File: src/rtl/apb_gpio_pkg.sv
// rtl/apb_gpio_pkg.sv - register map, address limit and interrupt mode encodings for the APB GPIO block
package apb_gpio_pkg;

    localparam logic [4:0] ADDR_DATA_IN    = 5'h00;
    localparam logic [4:0] ADDR_DATA_OUT   = 5'h04;
    localparam logic [4:0] ADDR_DIR        = 5'h08;
    localparam logic [4:0] ADDR_IRQ_EN     = 5'h0C;
    localparam logic [4:0] ADDR_IRQ_TYPE   = 5'h10;
    localparam logic [4:0] ADDR_IRQ_POL    = 5'h14;
    localparam logic [4:0] ADDR_IRQ_STATUS = 5'h18;
    localparam logic [4:0] ADDR_MAX        = 5'h18;

    typedef enum logic {
        IRQ_LEVEL = 1'b0,
        IRQ_EDGE  = 1'b1
    } irq_type_e;

    typedef enum logic {
        IRQ_POL_LOW  = 1'b0,
        IRQ_POL_HIGH = 1'b1
    } irq_pol_e;

    // Expands the four byte-lane enables into a 32-bit bit mask.
    function automatic logic [31:0] strb_to_mask(input logic [3:0] strb);
        logic [31:0] mask;
        for (int i = 0; i < 4; i++) begin
            mask[i*8 +: 8] = {8{strb[i]}};
        end
        return mask;
    endfunction

endpackage

File: src/rtl/apb_gpio_param_if.sv
// rtl/apb_gpio_param_if.sv - APB bus bundle for the GPIO block, master and slave views
interface apb_gpio_param_if;

    logic        PSEL;
    logic        PENABLE;
    logic        PWRITE;
    logic [4:0]  PADDR;
    logic [31:0] PWDATA;
    logic [3:0]  PSTRB;
    logic [31:0] PRDATA;
    logic        PREADY;
    logic        PSLVERR;

    modport master (
        output PSEL, PENABLE, PWRITE, PADDR, PWDATA, PSTRB,
        input  PRDATA, PREADY, PSLVERR
    );

    modport slave (
        input  PSEL, PENABLE, PWRITE, PADDR, PWDATA, PSTRB,
        output PRDATA, PREADY, PSLVERR
    );

endinterface

File: src/rtl/gpio_sync_edge.sv
// rtl/gpio_sync_edge.sv - multi-stage pin synchronizer with one-cycle edge history
module gpio_sync_edge #(
    parameter int W      = 32,
    parameter int STAGES = 2
) (
    input  logic         clk_i,
    input  logic         rst_i,
    input  logic [W-1:0] din_i,
    output logic [W-1:0] sync_o,
    output logic [W-1:0] rise_o,
    output logic [W-1:0] fall_o
);

    logic [W-1:0] stage_q [STAGES];
    logic [W-1:0] prev_q;
    logic         armed_q;

    always_ff @(posedge clk_i) begin
        if (rst_i) begin
            for (int i = 0; i < STAGES; i++) begin
                stage_q[i] <= '0;
            end
            prev_q  <= '0;
            armed_q <= 1'b0;
        end else begin
            stage_q[0] <= din_i;
            for (int i = 1; i < STAGES; i++) begin
                stage_q[i] <= stage_q[i-1];
            end
            prev_q  <= stage_q[STAGES-1];
            armed_q <= 1'b1;
        end
    end

    // armed_q masks the history comparison during the first cycle out of reset.
    assign sync_o = stage_q[STAGES-1];
    assign rise_o = {W{armed_q}} & sync_o & ~prev_q;
    assign fall_o = {W{armed_q}} & ~sync_o & prev_q;

endmodule

File: src/rtl/apb_gpio_param.sv
// rtl/apb_gpio_param.sv - APB GPIO with synchronized inputs and per-pin interrupts
// Interrupt registers and IRQ_O exist only when GPIO_IRQ_EN is defined.
module apb_gpio_param
    import apb_gpio_pkg::*;
#(
    parameter int GPIO_W      = 32,
    parameter int SYNC_STAGES = 2
) (
    input  logic              PCLK,
    input  logic              PRESET,
    apb_gpio_param_if.slave   apb,
    input  logic [GPIO_W-1:0] GPIO_I,
    output logic [GPIO_W-1:0] GPIO_O,
    output logic [GPIO_W-1:0] GPIO_OE,
    output logic              IRQ_O
);

    logic              acc_phase;
    logic              addr_bad;
    logic              bus_err;
    logic              wr_en;
    logic              rd_en;
    logic [31:0]       mask32;
    logic [GPIO_W-1:0] lane_mask;
    logic [GPIO_W-1:0] wdata_w;
    logic [GPIO_W-1:0] data_in;
    logic [GPIO_W-1:0] edge_rise;
    logic [GPIO_W-1:0] edge_fall;
    logic [GPIO_W-1:0] data_out_q, data_out_d;
    logic [GPIO_W-1:0] dir_q, dir_d;
    logic [GPIO_W-1:0] irq_en_rd;
    logic [GPIO_W-1:0] irq_type_rd;
    logic [GPIO_W-1:0] irq_pol_rd;
    logic [GPIO_W-1:0] irq_status_rd;
    logic [31:0]       rdata_ext;

    gpio_sync_edge #(
        .W      (GPIO_W),
        .STAGES (SYNC_STAGES)
    ) u_sync_edge (
        .clk_i  (PCLK),
        .rst_i  (PRESET),
        .din_i  (GPIO_I),
        .sync_o (data_in),
        .rise_o (edge_rise),
        .fall_o (edge_fall)
    );

    assign acc_phase = apb.PSEL & apb.PENABLE;
    assign addr_bad  = (apb.PADDR[1:0] != 2'b00) || (apb.PADDR > ADDR_MAX);
    assign bus_err   = acc_phase & (addr_bad | (apb.PWRITE & (apb.PADDR == ADDR_DATA_IN)));
    assign wr_en     = acc_phase & apb.PWRITE & ~bus_err;
    assign rd_en     = acc_phase & ~apb.PWRITE & ~bus_err;

    // Lanes and data above GPIO_W are dropped here so no register ever holds them.
    assign mask32    = strb_to_mask(apb.PSTRB);
    assign lane_mask = mask32[GPIO_W-1:0];
    assign wdata_w   = apb.PWDATA[GPIO_W-1:0];

    always_comb begin
        data_out_d = data_out_q;
        dir_d      = dir_q;
        if (wr_en && (apb.PADDR == ADDR_DATA_OUT)) begin
            data_out_d = (data_out_q & ~lane_mask) | (wdata_w & lane_mask);
        end
        if (wr_en && (apb.PADDR == ADDR_DIR)) begin
            dir_d = (dir_q & ~lane_mask) | (wdata_w & lane_mask);
        end
    end

    always_ff @(posedge PCLK) begin
        if (PRESET) begin
            data_out_q <= '0;
            dir_q      <= '0;
        end else begin
            data_out_q <= data_out_d;
            dir_q      <= dir_d;
        end
    end

    assign GPIO_O  = data_out_q;
    assign GPIO_OE = dir_q;

`ifdef GPIO_IRQ_EN
    logic [GPIO_W-1:0] irq_en_q, irq_en_d;
    logic [GPIO_W-1:0] irq_type_q, irq_type_d;
    logic [GPIO_W-1:0] irq_pol_q, irq_pol_d;
    logic [GPIO_W-1:0] irq_status_q, irq_status_d;
    logic [GPIO_W-1:0] irq_set;
    logic [GPIO_W-1:0] irq_clr;

    always_comb begin
        irq_en_d   = irq_en_q;
        irq_type_d = irq_type_q;
        irq_pol_d  = irq_pol_q;
        irq_set    = '0;
        irq_clr    = '0;
        if (wr_en) begin
            case (apb.PADDR)
                ADDR_IRQ_EN:     irq_en_d   = (irq_en_q   & ~lane_mask) | (wdata_w & lane_mask);
                ADDR_IRQ_TYPE:   irq_type_d = (irq_type_q & ~lane_mask) | (wdata_w & lane_mask);
                ADDR_IRQ_POL:    irq_pol_d  = (irq_pol_q  & ~lane_mask) | (wdata_w & lane_mask);
                ADDR_IRQ_STATUS: irq_clr    = wdata_w & lane_mask;
                default: ;
            endcase
        end
        for (int i = 0; i < GPIO_W; i++) begin
            if (irq_type_q[i] == IRQ_EDGE) begin
                irq_set[i] = (irq_pol_q[i] == IRQ_POL_HIGH) ? edge_rise[i] : edge_fall[i];
            end else begin
                irq_set[i] = (data_in[i] == irq_pol_q[i]);
            end
        end
        // A new event wins over a clear landing on the same edge.
        irq_status_d = (irq_status_q & ~irq_clr) | irq_set;
    end

    always_ff @(posedge PCLK) begin
        if (PRESET) begin
            irq_en_q     <= '0;
            irq_type_q   <= '0;
            irq_pol_q    <= '0;
            irq_status_q <= '0;
        end else begin
            irq_en_q     <= irq_en_d;
            irq_type_q   <= irq_type_d;
            irq_pol_q    <= irq_pol_d;
            irq_status_q <= irq_status_d;
        end
    end

    assign irq_en_rd     = irq_en_q;
    assign irq_type_rd   = irq_type_q;
    assign irq_pol_rd    = irq_pol_q;
    assign irq_status_rd = irq_status_q;
    assign IRQ_O         = |(irq_status_q & irq_en_q);
`else
    logic unused_edges;

    assign unused_edges  = ^{edge_rise, edge_fall};
    assign irq_en_rd     = '0;
    assign irq_type_rd   = '0;
    assign irq_pol_rd    = '0;
    assign irq_status_rd = '0;
    assign IRQ_O         = 1'b0;
`endif

    always_comb begin
        rdata_ext = '0;
        case (apb.PADDR)
            ADDR_DATA_IN:    rdata_ext[GPIO_W-1:0] = data_in;
            ADDR_DATA_OUT:   rdata_ext[GPIO_W-1:0] = data_out_q;
            ADDR_DIR:        rdata_ext[GPIO_W-1:0] = dir_q;
            ADDR_IRQ_EN:     rdata_ext[GPIO_W-1:0] = irq_en_rd;
            ADDR_IRQ_TYPE:   rdata_ext[GPIO_W-1:0] = irq_type_rd;
            ADDR_IRQ_POL:    rdata_ext[GPIO_W-1:0] = irq_pol_rd;
            ADDR_IRQ_STATUS: rdata_ext[GPIO_W-1:0] = irq_status_rd;
            default: ;
        endcase
    end

    assign apb.PRDATA  = rd_en ? rdata_ext : 32'h0;
    assign apb.PREADY  = 1'b1;
    assign apb.PSLVERR = bus_err;

endmodule

File: src/flat_wrapper.sv
// flat-port wrapper written by rule: the top's interface ports become plain ports
module apb_gpio_param_flat import apb_gpio_pkg::*;
#(
    parameter int GPIO_W      = 32,
    parameter int SYNC_STAGES = 2
)
  (PCLK, PRESET, GPIO_I, GPIO_O, GPIO_OE, IRQ_O, apb_PSEL, apb_PENABLE, apb_PWRITE, apb_PADDR, apb_PWDATA, apb_PSTRB, apb_PRDATA, apb_PREADY, apb_PSLVERR);
  apb_gpio_param_if apb_i ();
  input  logic PCLK;
  input  logic PRESET;
  input  logic [GPIO_W-1:0] GPIO_I;
  output logic [GPIO_W-1:0] GPIO_O;
  output logic [GPIO_W-1:0] GPIO_OE;
  output logic IRQ_O;
  input wire logic [$bits(apb_i.PSEL)-1:0] apb_PSEL;
  input wire logic [$bits(apb_i.PENABLE)-1:0] apb_PENABLE;
  input wire logic [$bits(apb_i.PWRITE)-1:0] apb_PWRITE;
  input wire logic [$bits(apb_i.PADDR)-1:0] apb_PADDR;
  input wire logic [$bits(apb_i.PWDATA)-1:0] apb_PWDATA;
  input wire logic [$bits(apb_i.PSTRB)-1:0] apb_PSTRB;
  output wire logic [$bits(apb_i.PRDATA)-1:0] apb_PRDATA;
  output wire logic [$bits(apb_i.PREADY)-1:0] apb_PREADY;
  output wire logic [$bits(apb_i.PSLVERR)-1:0] apb_PSLVERR;
  assign apb_i.PSEL = apb_PSEL;
  assign apb_i.PENABLE = apb_PENABLE;
  assign apb_i.PWRITE = apb_PWRITE;
  assign apb_i.PADDR = apb_PADDR;
  assign apb_i.PWDATA = apb_PWDATA;
  assign apb_i.PSTRB = apb_PSTRB;
  assign apb_PRDATA = apb_i.PRDATA;
  assign apb_PREADY = apb_i.PREADY;
  assign apb_PSLVERR = apb_i.PSLVERR;
  apb_gpio_param #(.GPIO_W(GPIO_W), .SYNC_STAGES(SYNC_STAGES)) u_core (.PCLK(PCLK), .PRESET(PRESET), .apb(apb_i), .GPIO_I(GPIO_I), .GPIO_O(GPIO_O), .GPIO_OE(GPIO_OE), .IRQ_O(IRQ_O));
endmodule
File: config.mk
export PLATFORM = sky130hd
export DESIGN_NAME = apb_gpio_param_flat
export DESIGN_NICKNAME = d
export VERILOG_FILES = /design/src/rtl/apb_gpio_pkg.sv /design/src/rtl/apb_gpio_param_if.sv /design/src/rtl/gpio_sync_edge.sv /design/src/rtl/apb_gpio_param.sv /design/src/flat_wrapper.sv
export SDC_FILE = /design/constraint.sdc
export NUM_CORES = 1
export LEC_CHECK = 0
export ABC_AREA = 1
export CORE_MARGIN = 4
export CORE_UTILIZATION = 35
export CTS_CLUSTER_SIZE = 30
export DETAILED_ROUTE_END_ITERATION = 8
export PLACE_DENSITY = 0.63
export SKIP_CTS_REPAIR_TIMING = 1
export SLEW_MARGIN = 5
export SYNTH_ARGS = -nofsm -noshare
export SYNTH_HDL_FRONTEND = slang
export SYNTH_SLANG_ARGS = --single-unit
File: constraint.sdc
create_clock -name PCLK -period 2.3 [get_ports PCLK]
set_input_delay 0.46 -clock PCLK [delete_from_list [all_inputs] [get_ports PCLK]]
set_output_delay 0.46 -clock PCLK [all_outputs]
set_load 0.01 [all_outputs]
# [Word level (Yosys, flattened, before mapping)]
# Memories as Yosys holds them, arrays and structs flattened.
# Index checks and enable logic that the tools add are counted.
[classes] add_sub_neg=0 mul=0 n_div=0 magnitude_cmp=1 eq_ne=2 shifts=0 mux=7 bitwise_logic=18 n_reduce_logical=5
[op_table] cell="AND 32 bit" count=3
[op_table] cell="2-to-1 mux 32 bit" count=3
[op_table] cell="one-hot mux 32 bit (3 select lines)" count=1
[op_table] cell="OR 32 bit" count=2
[op_table] cell="NOT 32 bit" count=1
[op_table] cell="AND 1 bit" count=7
[op_table] cell="== test 5 x 3 -> 1 bit, second input constant" count=1
[op_table] cell="== test 5 x 4 -> 1 bit, second input constant" count=1
[op_table] cell="> comparator 5 bit, second input constant" count=1
[op_table] cell="logical NOT 5 bit" count=1
[op_table] cell="2-to-1 mux 1 bit" count=3
[op_table] cell="OR 1 bit" count=3
[op_table] cell="logical AND 1 bit" count=2
[op_table] cell="NOT 1 bit" count=2
[op_table] cell="nonzero test 2 bit" count=1
[op_table] cell="logical OR 1 bit" count=1
[word_totals] register_bits=64 latchBits=0 ram_bits=64 rom_bits=0 in_bits=78 elab_cells=36 memories=1
[memory_table] memory="u_core.u_sync_edge.stage_q" depth=2 word_bits=32 rd=2 rd_ports_with_merged_regs=0 wr=2 line="gpio_sync_edge.sv:14" source="logic [W-1:0] stage_q [STAGES];"

# [Depth between registers and ports, before layout]
# Gate-level depths: netlist (run 1).
[logic_depth] word_depth=7 ltp_mapped=9 ltp_nobuf=8

# [Cells and area by module]
# A second synthesis (run 1) with hierarchy kept.
[hier_totals] hier_cells=1096 hier_area_um2=7332.0
[modules_own_cells] mod="apb_gpio_param" instances=1 cells_each=628 area_per_inst_um2=3722.3 seq_area_each_um2=1281.2
[modules_own_cells] mod="gpio_sync_edge" instances=1 cells_each=468 area_per_inst_um2=3609.7 seq_area_each_um2=1941.9

# [Worst setup path before layout (run 1)]
# No wires, ideal clock.
[synth_timing] kind="input to output" from="input apb_PADDR[1]" to="output apb_PRDATA[10]" t_arrival_ps=1413 t_required_ps=1840 slack_ps=427 path_stages=8 n_path_buf=1 cell_sequence="nor2_4 -> nand4_4 -> inv_1 -> buf_2 -> nand2_1 -> nand3_1 -> nand2_1 -> inv_1"
[synth_between] elab_chain_cells=7
[synth_lines] item="start: declaration" line="flat_wrapper.sv:18" source="input wire logic [$bits(apb_i.PADDR)-1:0] apb_PADDR;"
[synth_lines] item="> comparator 5 bit, or another cell as far along" line="apb_gpio_param.sv:50" source="assign addr_bad = (apb.PADDR[1:0] != 2'b00) || (apb.PADDR > ADDR_MAX);"
[synth_lines] item="logical OR 1 bit or AND 1 bit (tied branches)" line="apb_gpio_param.sv:50, apb_gpio_param.sv:51"
[synth_lines] item="OR 1 bit" line="apb_gpio_param.sv:51" source="assign bus_err = acc_phase & (addr_bad | (apb.PWRITE & (apb.PADDR == ADDR_DATA_IN)));"
[synth_lines] item="AND 1 bit" line="apb_gpio_param.sv:51"
[synth_lines] item="NOT 1 bit" line="apb_gpio_param.sv:53" source="assign rd_en = acc_phase & ~apb.PWRITE & ~bus_err;"
[synth_lines] item="AND 1 bit" line="apb_gpio_param.sv:53"
[synth_lines] item="2-to-1 mux 32 bit *" line="apb_gpio_param.sv:162" source="assign apb.PRDATA = rd_en ? rdata_ext : 32'h0;"
[synth_lines] item="end: declaration" line="flat_wrapper.sv:21" source="output wire logic [$bits(apb_i.PRDATA)-1:0] apb_PRDATA;"
# Every way passes the cells marked *; elsewhere a longest branch is shown, timed or not.

# [Worst setup path after layout (run 1)]
[layout_timing] from="input apb_PWRITE" to="output apb_PRDATA[27]"
[layout_between] elab_chain_cells=6
[layout_lines] item="start: declaration" line="flat_wrapper.sv:17" source="input wire logic [$bits(apb_i.PWRITE)-1:0] apb_PWRITE;"
[layout_lines] item="AND 1 bit" line="apb_gpio_param.sv:51"
[layout_lines] item="OR 1 bit" line="apb_gpio_param.sv:51"
[layout_lines] item="AND 1 bit" line="apb_gpio_param.sv:51"
[layout_lines] item="NOT 1 bit" line="apb_gpio_param.sv:53"
[layout_lines] item="AND 1 bit *" line="apb_gpio_param.sv:53"
[layout_lines] item="2-to-1 mux 32 bit *" line="apb_gpio_param.sv:162"
# Marked as above.

==> metrics, run 1 <==
Syn Inst Count 823; Root Driver clkbuf_16; first-pass GRT wire length 25400 um; Post-Layout Cell Count 1257; fin area 8660 sq um; slowest stage cell, crit path clkdlybuf4s50_1; max-slew violations 0; Worst-Margin Slew 0.684 ns; ranking of synthesized cells by area dfxtp_1 (46%), nand2_1 (13%), nor2_1 (13%); worst setup path category in2out; FF/Latch Area 2560 sq um; CTS buffer count 17; vias in the first global route 5024; antenna violations before repair 0; Power Density 613 nW/um^2; met2 usage 28.2%; die area 18000 sq um; first drt pass iteration count 7; CTS Sinks 128; Yosys top cell area share 46.1%; clock-pin slew on the worst setup and hold paths 0.05 ns; fin crit share 96.8%; DP Area 7720 sq um; I/O pin total 177; Die Y 134 um; Slew HR 54.4%; htree depth 4; peak supply drop 0.000415 V; max-cap violation count 0; Seq/Total Area, Yosys 46.1%; Mapped Nets 901; post-DP HPWL 11400 um; vias per cell 4.35; asr flop ratio synth 0%; final hold violations 0; Worst path most repeated cell inv_1; mean post-synth cell area 6.76 sq um; worst hold path type reg2reg; ANT nets after route 0; crit path capture type primary output; R2R setup slack 1.70 ns; Worst Clk Skew 0.00383 ns; most used flip-flop cell after synthesis dfxtp_1; row count 45; # diodes 0; Unique masters post-synth 22; Min Hold Slack 0.397 ns; critical path startpoint category input port; Global Route met3 Usage 6.11%; Crit path max-delay family buffers and inverters; number of flops mapped to enable cells by yosys 0; initial drt markers 294; CP bufs+invs 8; core footprint 15400 sq um; routability cong. 0.782; Logic pwr share 7.7%; routed len/inst 13.5 um; commonest cells in the netlist nand2_1 (198), nor2_1 (193), inv_1 (139); Initial Utilization 36.2%; Seq pwr share 43.1%; CP Max Fanout 7; largest area contributor in the netlist dfxtp_1; Die Width 134 um; CP Cell Sequence clkdlybuf4s50_1 > inv_1 > nand3_2 > inv_2 > buf_6 > buf_12 > buf_4 > nand2_1 > inv_1 > buf_2; DRT Wirelength 16900 um; worst-skew pair later-pin latency 0.42 ns; Layout fillers 1506; Net count, final 1112; Layout area overhead 55.7%; Placed Cells incl. Taps 1199; CP Data Arrival Time 1.77 ns; drc violations 0; proportion of power drawn by the clock network 49.2%; fmax 449 MHz; P_leak 4.39 nW; Tmin final 2.23 ns; share of cells above drive strength 1 14.8%; Layout Utilization 56.4%; most used routing layer met2; worst-case clock buffer depth 2; CP max stage delay 0.48 ns; #FFs+latches synth 128; met1 Track Usage GR 23.4%; # setup viols final 0; sw power 0.00113 W; status finished, final reports clean; TritonCTS clock tree done; most frequent cell after synthesis nand2_1; multi-input logic area 2310 sq um; largest net degree at the start of global routing 65; Internal Power 0.00418 W; GRT overflow 0; Netlist Area Pre-Place 5560 sq um; Sw Ratio 21.2%; Syn. warnings 0; CP required 1.84 ns; routed vias 5462; number of I/O port buffers 174; global-route usage over all layers 18.0%
## cells in the final DEF (no fill, tap or decap), types with 11 or more instances in the layout
| cell type | synthesis | routed |
|---|---|---|
| buf_12 | 0 | 13 |
| buf_4 | 3 | 35 |
| buf_6 | 6 | 12 |
| clkbuf_16 | 0 | 20 |
| clkdlybuf4s50_1 | 0 | 133 |
| dfxtp_1 | 128 | 128 |
| dlymetal6s2s_1 | 0 | 19 |
| inv_1 | 139 | 129 |
| inv_2 | 2 | 11 |
| nand2_1 | 198 | 188 |
| nand3_1 | 97 | 94 |
| nor2_1 | 193 | 192 |
| nor2_4 | 11 | 12 |
## cell families (layout without fill, tap and decap cells)
| logic type | count (synthesis) | count (layout) | share of synthesized area, % |
|---|---|---|---|
| other | 2 | 2 | 0.135 |
| buffers and inverters | 183 | 406 | 13.6 |
| DFF | 128 | 128 | 46.1 |
| and+or+nand+nor | 509 | 509 | 40.1 |
| AOI/OAI and AO/OA | 1 | 1 | 0.113 |
## worst reg2reg max path, stage by stage, from the launching register on
cell and delay [ns]:
dfxtp_1 0.33, nor2_1 0.12, nor2_1 0.06
## per-stage QoR
step | setup WS [ns] | TNS (ns) | power (W)
finish | 0.0742 | 0 | 0.00531
floorplan | 0.427 | 0 | 0.00251
global placement | -0.626 | -22.01 | 0.00271
CTS | -0.655 | -19.69 | 0.00534
global route | -0.00547 | -0.0101 | 0.00551
detailed placement | -0.619 | -22.65 | 0.00272
## layout make-up
| cell class | count | share of cell area (%) |
|---|---|---|
| well taps | 211 | 3.05 |
| inverters | 142 | 6.27 |
| repair buffers | 233 | 27.7 |
| flip-flops and latches | 128 | 29.6 |
| clock buffers | 26 | 5.76 |
| multi-input cells | 512 | 26.7 |
| clock inverters | 5 | 0.896 |
## power by group through the flow
stage                     logic, W  registers, W  clock network, W
after floorplan           0.000176       0.00233                 0
after global placement    0.000379       0.00233                 0
after detailed placement  0.000381       0.00234                 0
after CTS                 0.000383       0.00229           0.00267
after global routing      0.000451       0.00229           0.00276
final                     0.000411       0.00229           0.00261
## final timing paths
path | from | to | depth (start not counted)
max | apb_PWRITE | apb_PRDATA[27] | 10
min | u_core.u_sync_edge.stage_q[0][24] | u_core.u_sync_edge.stage_q[0][56] | 2
max reg2reg | flip-flop | flip-flop | 2
min reg2reg | u_core.u_sync_edge.stage_q[0][24] | u_core.u_sync_edge.stage_q[0][56] | 2
## routing by layer
layer	vias to the layer above	part of all wire (%)
met3	21	8.4
met4	0	1.6
li1	2839	-
met5	-	0
met1	2410	44
met2	192	46
No activity file was read; power rests on OpenSTA's default activity.
==> run 2, diff against run 1 <==
--- a/config.mk
+++ b/config.mk
@@ -6,6 +6,7 @@
 export NUM_CORES = 1
 export LEC_CHECK = 0
 export ABC_AREA = 1
+export CORE_ASPECT_RATIO = 1.4
 export CORE_MARGIN = 4
 export CORE_UTILIZATION = 35
 export CTS_CLUSTER_SIZE = 30
==> run 2 against run 1 <==
Compared with the run above: register-to-register slack about the same; sequential share of layout area is 0.62 points higher; largest cell class unchanged; critical path type unchanged; highest routed layer unchanged; non-clock buffer count decreased by 20.
==> metrics, run 2 (synthesized netlist as in run 1, its figures left out) <==
status finished, final reports clean; critical path startpoint category input port; global-route usage over all layers 18.9% (+0.84 points); CTS Sinks 128 (unchanged); Internal Power 0.00435 W (+3.9%); share of cells above drive strength 1 13.3% (-1.6 points); Sw Ratio 21.7% (+0.45 points); GRT overflow 0 (unchanged); Die Y 157 um (+17%); largest net degree at the start of global routing 65 (unchanged); routability cong. 0.811 (+3.6%); die area 18000 sq um (+0.16%); crit path capture type primary output; max-slew violations 0 (unchanged); number of I/O port buffers 174 (unchanged); fin area 8480 sq um (-2.1%); Logic pwr share 7.3% (-0.4 points); sw power 0.00121 W (+6.8%); worst setup path category in2out; worst-skew pair later-pin latency 0.41 ns (about the same); Slew HR 53.5% (-0.87 points); Min-Delay Endpoint u_core.u_sync_edge.stage_q[0][63]; clock-pin slew on the worst setup and hold paths 0.06 ns (about the same); drc violations 0 (unchanged); DRT Wirelength 17400 um (+2.7%); Post-Layout Cell Count 1223 (-2.7%); Initial Utilization 35.6% (-0.55 points); ANT nets after route 0 (unchanged); Layout area overhead 52.5%; FF/Latch Area 2560 sq um (unchanged); antenna violations before repair 1 (+1); CP Max Fanout 6 (-1); DP Area 7670 sq um (-0.57%); initial drt markers 206 (-30%); CP Data Arrival Time 1.80 ns (+0.03 ns); routed len/inst 14.2 um (+5.6%); Min Hold Slack 0.391 ns (-0.00613 ns); Hold Path Origin u_core.u_sync_edge.stage_q[0][31]; Net count, final 1092 (-1.8%); # setup viols final 0 (unchanged); htree depth 4 (unchanged); Root Driver clkbuf_16; Power Density 655 nW/um^2 (+6.7%); routed vias 5481 (+0.35%); hold depth 2 (unchanged); Power, Total 0.00555 W (+4.5%); commonest non-fill, non-tap cell in the layout nand2_1; row count 54 (+20%); Die Width 115 um (-15%); I/O pin total 177 (unchanged); cells on worst reg2reg path 2 (unchanged); max-cap violation count 0 (unchanged); post-DP HPWL 11600 um (+1.9%); P_leak 4.17 nW (-5.1%); TritonCTS clock tree done; R2R setup slack 1.69 ns (about the same); first drt pass iteration count 5 (-2); most frequent cells in the layout nand2_1 (195), nor2_1 (192), clkdlybuf4s50_1 (135), inv_1 (134), dfxtp_1 (128); fin crit share 98.4% (+1.6 points); vias per cell 4.48 (+3.1%); vias in the first global route 5172 (+2.9%); Worst Clk Skew 0.00948 ns (+0.00565 ns); worst hold path type reg2reg; worst-case clock buffer depth 2 (unchanged); Placed Cells incl. Taps 1179 (-1.7%); CTS buffer count 17 (unchanged); peak supply drop 0.000394 V (-5.0%); core footprint 15600 sq um (+1.5%); multi-input logic area 2310 sq um (-0.22%); proportion of power drawn by the clock network 51.5% (+2.3 points); Layout fillers 1529 (+1.5%); Worst-Margin Slew 0.697 ns (+0.0130 ns); fmax 442 MHz (-1.7%); CP required 1.84 ns (about the same); first-pass GRT wire length 26400 um (+3.9%); final hold violations 0 (unchanged); Seq pwr share 41.2% (-1.9 points); Tmin final 2.26 ns (+0.0377 ns)
[run 2: cell count changes in the layout (fill, tap and decap cells not counted), sizes merged]
cell	before	now
buf	70	42
bufinv	2	4
clkbuf	37	44
clkdlybuf4s50	133	135
clkinv	2	7
clkinvlp	1	2
diode	0	1
dlymetal6s2s	19	11
inv	142	141
[run 2: routing by layer]
layer,up-vias,global-route usage (%),wire length (um)
li1,2806,-,-
met1,2503,22.7,7190
met2,151,32.9,8940
met3,21,3.65,858
met4,0,7.19,406
met5,-,0,0
[run 2: worst max path at each step]
| stage | startpoint | depth (start not counted) | endpoint |
|---|---|---|---|
| floorplan | apb_PADDR[1] | 8 | apb_PRDATA[10] |
| global placement | apb_PADDR[1] | 10 | apb_PRDATA[7] |
| detailed placement | apb_PADDR[1] | 10 | apb_PRDATA[7] |
| CTS | apb_PADDR[1] | 10 | apb_PRDATA[7] |
| global route | apb_PADDR[0] | 12 | apb_PRDATA[7] |
| finish | apb_PADDR[0] | 12 | apb_PRDATA[3] |
[run 2: worst max-delay path: stages]
cell and delay [ns]:
dlymetal6s2s_1 0.15, nor2_4 0.18, buf_6 0.13, buf_4 0.11, nand3_4 0.13, clkinv_8 0.13, clkbuf_16 0.16, nand2_1 0.05
nand3_1 0.07, nand2_1 0.05, inv_1 0.04, dlymetal6s2s_1 0.15
[run 2: layout make-up]
| class | instances | share of cell area [%] |
|---|---|---|
| Timing Repair Buffer | 213 | 25.7 |
| Clock inverter | 12 | 2.17 |
| Multi-Input combinational cell | 512 | 27.2 |
| Sequential cell | 128 | 30.2 |
| Inverter | 142 | 6.49 |
| Antenna cell | 1 | 0.0295 |
| Tap cell | 196 | 2.89 |
| Clock buffer | 19 | 5.34 |
[run 2: power by group through the flow]
stage	sequential (W)	combinational (W)	clock, W
6_report	0.00229	0.000405	0.00286
5_1_grt	0.00229	0.000445	0.00301
4_1_cts	0.00229	0.000382	0.00290
3_5_place_dp	0.00234	0.000380	0
3_3_place_gp	0.00233	0.000377	0
2_1_floorplan	0.00233	0.000176	0
[run 2: per-stage QoR]
step	setup slack (ns)	utilization [%]	setup TNS (ns)
floorplan	0.427	-	0
global placement	-0.575	49.2	-17.75
detailed placement	-0.607	49.2	-20.76
CTS	-0.614	53.3	-18.58
global route	-0.0183	54.4	-0.191
finish	0.0366	54.4	0
